<file path="config.mk">
export PLATFORM = sky130hd
export DESIGN_NAME = down_counter_161r
export DESIGN_NICKNAME = d
export VERILOG_FILES = /design/src/rtl/down_counter_161r.sv
export SDC_FILE = /design/constraint.sdc
export NUM_CORES = 1
export LEC_CHECK = 0
export ABC_AREA = 0
export BUFFER_PORTS_ARGS = -buffer_cell sky130_fd_sc_hd__clkbuf_2
export CAP_MARGIN = 20
export CORE_AREA = 4 4 41 43
export DETAILED_ROUTE_END_ITERATION = 16
export DIE_AREA = 0 0 45 47
export GPL_TIMING_DRIVEN = 0
export SLEW_MARGIN = 20
export SYNTH_ARGS = -nofsm -noshare
export SYNTH_HDL_FRONTEND = slang
export SYNTH_SLANG_ARGS = --single-unit
export TNS_END_PERCENT = 20
</file>
<file path="constraint.sdc">
create_clock -name cp -period 2.9 [get_ports cp]
set_clock_uncertainty 0.1 [all_clocks]
set_input_delay 0.58 -clock cp [delete_from_list [all_inputs] [get_ports cp]]
set_output_delay 0.58 -clock cp [all_outputs]
set_load 0.01 [all_outputs]
</file>
<file path="src/rtl/down_counter_161r.sv">
// Presettable synchronous down counter with cascade enables, borrow lookahead (tc),
// registered underflow pulse (rc) and an auto-reload register loaded alongside q.
module down_counter_161r #(
  parameter int unsigned WIDTH = 4
) (
  input  logic             cp,
  input  logic             mr,
  input  logic             pe,
  input  logic             cep,
  input  logic             cet,
  input  logic             arl,
  input  logic [WIDTH-1:0] d,
  output logic [WIDTH-1:0] q,
  output logic             tc,
  output logic             rc,
  output logic [WIDTH-1:0] rld
);

  logic [WIDTH-1:0] r_q;
  logic [WIDTH-1:0] r_rld;
  logic             r_rc;

  logic [WIDTH-1:0] w_q_d;
  logic [WIDTH-1:0] w_rld_d;
  logic             w_rc_d;
  logic             w_zero;
  logic             w_count;

  assign w_zero  = (r_q == '0);
  assign w_count = pe & cep & cet;

  always_comb begin
    w_q_d   = r_q;
    w_rld_d = r_rld;
    w_rc_d  = 1'b0;
    if (!pe) begin
      w_q_d   = d;
      w_rld_d = d;
    end else if (w_count) begin
      if (w_zero) begin
        // Underflow: either reload or wrap to all-ones.
        w_q_d  = arl ? r_rld : '1;
        w_rc_d = 1'b1;
      end else begin
        w_q_d = r_q - 1'b1;
      end
    end
  end

  always_ff @(posedge cp or posedge mr) begin
    if (mr) begin
      r_q   <= '0;
      r_rld <= '0;
      r_rc  <= 1'b0;
    end else begin
      r_q   <= w_q_d;
      r_rld <= w_rld_d;
      r_rc  <= w_rc_d;
    end
  end

  assign q   = r_q;
  assign rld = r_rld;
  assign rc  = r_rc;
  assign tc  = cet & w_zero;

endmodule

</file>
* After elaboration in Yosys (flattened, before gate mapping)
Index checks and enable logic that the tools add are counted.
** Operators by class
- Add/sub/neg operators :: 1
- Eq/ne operators :: 1
- Mux-type cells :: 7
- Bitwise logic cells :: 3
- Reductions and logical operators :: 1
** Operators with widths (number)
- two-way mux 4 bit :: 4
- logical NOT 4 bit :: 1
- subtractor 4 x 1 -> 4 bit (second input constant) :: 1
- bitwise AND 1 bit :: 3
- two-way mux 1 bit :: 3
- != test 2 x 1 -> 1 bit (second input constant) :: 1
** Storage, ports and cells
- Bits in registers :: 9

* Depth between registers and ports, before layout
- Depth after elaboration :: 4
- Mapped depth :: 5
- Gate-level depth less buffers :: 5

* Worst setup path before layout
OpenSTA, ideal clock, no wires.
- Path kind :: flip-flop to output port
- From :: register r_q[0], in the netlist q[0]
- To :: output tc
- Arrival :: 1.158 ns
- Required time :: 2.220 ns
- Setup slack :: 1.062 ns
- Stages on the path, launching flop included :: 5
- Buffers on the path :: 0
- Cells stage by stage :: dfrtp_1 -> inv_1 -> ha_1 -> nor3b_2 -> and2_1
** Between the ends
- Word-level cells in the longest chain between the ends :: 2
** Ends and longest elaborated chain
- start: declaration :: line 19 : logic [WIDTH-1:0] r_q;
- start signal: assignment :: line 56 : r_q <= w_q_d;
- logical NOT 4 bit :: line 29 : assign w_zero = (r_q == '0);
- bitwise AND 1 bit :: line 65 : assign tc = cet & w_zero;
- end: declaration :: line 14 : output logic tc,
No other way between the ends.

* Final worst setup path
Same ends and word-level chain as after synthesis.

==> summary.md <==
| Metric | Value |
|---|---|
| Status | `complete, no violations` |
| Layout cells sized above 1 | `35.7%` |
| CTS sink count | `9` |
| WL final | `1070 um` |
| Vias in the first global route | `425` |
| Via count | `430` |
| Wire per inst | `12.6 um` |
| Worst Path Required | `2.22 ns` |
| Max-Slew Margin vs Limit | `75.7%` |
| Mapped Nets | `58` |
| Clock buffer count from CTS | `3` |
| DP Cell Count | `81` |
| Fin worst setup slack | `0.603 ns` |
| Post-DP Area | `596 sq um` |
| Tmin final | `2.30 ns` |
| Bufs and invs on worst path | `2` |
| Routed vias/inst | `5.06` |
| Post-synthesis average cell area | `10.2 sq um` |
| Largest net degree at the start of global routing | `11` |
| Tot GR Track Use | `12.5%` |
| DRC viols | `0` |
| Delay-heaviest family, CP | `simple AND/OR/NAND/NOR gates` |
| Delay of the slowest critical-path stage | `0.43 ns` |
| Die H | `47 um` |
| Die width | `45 um` |
| Leak pwr | `0.320 nW` |
| Synth-to-Final Area Change | `29.1%` |
| DRT iter0 DRCs | `8` |
| Overflow left after global routing | `0` |
| H-tree Lvls | `1` |
| Cell Rows | `13` |
| #FFs+latches synth | `9` |
| Clock root buffer | `clkbuf_4` |
| Max-slew violation count | `0` |
| HPWL Detailed | `856 um` |
| Num ports | `20` |
| Core Region | `0.00130 sq mm` |
| Worst setup path class | `flop to output pin` |
| Initial Util | `37.0%` |
| Critical-path cell list | `inv_1 > ha_1 > nor3b_2 > and2_1 > clkbuf_2` |
| Antenna violations before repair | `0` |
| RSZ-0062 raised after global routing | `no` |
| Final nets | `82` |
| Worst Path Arrival | `1.62 ns` |
| Diodes inserted | `0` |
| Post-CTS sizing | `0` |
| VDD IR max | `0.252 mV` |
| Area of the multi-input gates | `234 sq um` |
| Antenna Violating Nets Remaining | `0` |
| DIE AREA | `0.00212 sq mm` |
| Sequential share of the synthesized area | `46.8%` |
| Yosys cell types | `24` |
| # fillers | `147` |
| Synthesized cell area | `482 sq um` |
| Slowest cell on crit path | `dfrtp_1` |
| Post-route cell area | `622 sq um` |
| Routability cong. | `0.784` |
| Clk slew on worst S/H paths | `0.06 ns` |
| FMAX | `0.435 GHz` |
| First-pass GRT wire length | `1860 um` |
| Clk_lat worst skew | `0.26 ns` |
| CP Max Fanout | `5` |
| Fin. Hold Viols | `0` |
| Crit share post-route | `79.2%` |
| CTS max path bufs | `2` |
| Pwr Density | `512 mW/mm^2` |
| Detailed Routing Iterations Pass 1 | `4` |
| Worst Setup End Kind | `output pin` |
| Register area | `225 sq um` |
| Startpoint types | `flop` |
| Post-Syn Instances | `47` |
| # setup viols final | `0` |
| Final TNS setup | `0 ns` |
| Post-CTS Hold Fix Bufs | `0` |
| Hold_ws | `0.158 ns` |
| Count of input and output buffers | `19` |
| Final std cells w/o fill | `85` |
| TritonCTS clock tree | `built` |
| Worst Setup SP | `q[0]` |
| Max-cap violations | `0` |
| Startpoint of the worst-slack reg-to-reg timing path | `q[0]` |
| Worst min path class | `input port to asynchronous set/reset pin` |
| YS warnings | `0` |
| Worst Max-Slew Pin Slew | `0.364 ns` |
| Setup Fix Bufs, Post-CTS | `0` |
| DP Worst Slack | `0.895 ns` |
==> flip-flops by register name, summed over array words and instances, names as in the netlist <==
name / cells
rc: 1
q: 4
rld: 4
==> power by group <==
group          switching (mW)  leakage (nW)  total [mW]  internal [mW]
clock network          0.0453        0.0150      0.0984         0.0531
logic                  0.0350         0.195      0.0688         0.0338
registers              0.0141         0.110       0.151          0.137
==> final cells by class <==
type                            count  area share [%]
Sequential cell                     9            36.2
Timing Repair Buffer               19            15.3
Clock buffer                        4            4.23
Buffer                              1            1.21
Multi-Input combinational cell     33            37.6
Inverter                            4            2.41
Tap cell                           15            3.02
==> Yosys cell counts <==
cell type / count / area share, %
and4_1: 1 / 1.8
nand2_1: 2 / 1.6
nor2_1: 1 / 0.78
a31oi_1: 4 / 5.2
nor3b_2: 1 / 2.6
nor3b_1: 1 / 1.6
mux2_2: 1 / 2.3
a311oi_1: 1 / 1.8
nor2b_1: 4 / 5.2
nor4b_1: 1 / 1.8
or3_1: 1 / 1.3
a21o_1: 3 / 4.7
and2_1: 1 / 1.3
nor4_1: 1 / 1.3
dfrtp_1: 9 / 47
nand2b_1: 2 / 2.6
o21ai_1: 2 / 2.1
o31ai_1: 1 / 1.6
mux2_1: 1 / 2.3
mux2i_1: 1 / 2.1
buf_4: 1 / 1.6
inv_1: 4 / 3.1
ha_1: 1 / 2.6
nand3_1: 2 / 2.1
==> worst reg2reg max path, stage by stage (launching register included) <==
cell	delay (ns)
dfrtp_1	0.43
inv_1	0.10
ha_1	0.21
nor3b_2	0.32
mux2_1	0.36
o21ai_1	0.11
==> path summary, 6_finish.rpt <==
| path | end | slack (ns) | cells past startpoint |
|---|---|---|---|
| max reg2reg | q[1] | 1.20 | 5 |
| min | q[2] | 0.16 | 2 |
| max | tc | 0.60 | 5 |
| min in group cp | rld[3] | 0.40 | 1 |
| min reg2reg | rld[3] | 0.40 | 1 |
| max in group asynchronous | q[1] | 2.28 | 2 |
==> metrics by stage <==
| step | power (mW) | util [%] |
|---|---|---|
| floorplan | 0.194 | - |
| global placement | 0.222 | 45.8 |
| detailed placement | 0.224 | 45.8 |
| CTS | 0.323 | 47.8 |
| global route | 0.340 | 47.8 |
| finish | 0.319 | 47.8 |
==> logic make-up (layout without fill, tap and decap cells) <==
logic type | after synthesis | count (layout) | synth area share (%)
and+or+nand+nor | 18 | 18 | 23.9
AOI/OAI and AO/OA | 11 | 11 | 15.3
DFF | 9 | 9 | 46.8
buffers and inverters | 5 | 28 | 4.67
muxes | 3 | 3 | 6.75
adders and majority gates | 1 | 1 | 2.60
==> cell usage in the layout (no fill, tap or decap), types with 2 or more instances in the layout <==
| cell | Yosys | final |
|---|---|---|
| nor2b_1 | 4 | 4 |
| nand3_1 | 2 | 2 |
| nand2b_1 | 2 | 2 |
| inv_1 | 4 | 4 |
| nand2_1 | 2 | 2 |
| dfrtp_1 | 9 | 9 |
| o21ai_1 | 2 | 2 |
| a21o_1 | 3 | 3 |
| a31oi_1 | 4 | 4 |
| clkbuf_4 | 0 | 3 |
| clkbuf_2 | 0 | 19 |
==> per-layer routing <==
layer / part of all wire [%] / vias to the layer above / global-route usage (%) / routed length [um]
li1: - / 217 / - / -
met1: 48 / 196 / 16.5 / 513
met2: 44 / 15 / 16.9 / 471
met3: 6.9 / 2 / 3.07 / 74
met4: 1.0 / 0 / 10.5 / 11
met5: 0 / - / 0 / 0
(Power assumes the default switching activity.)
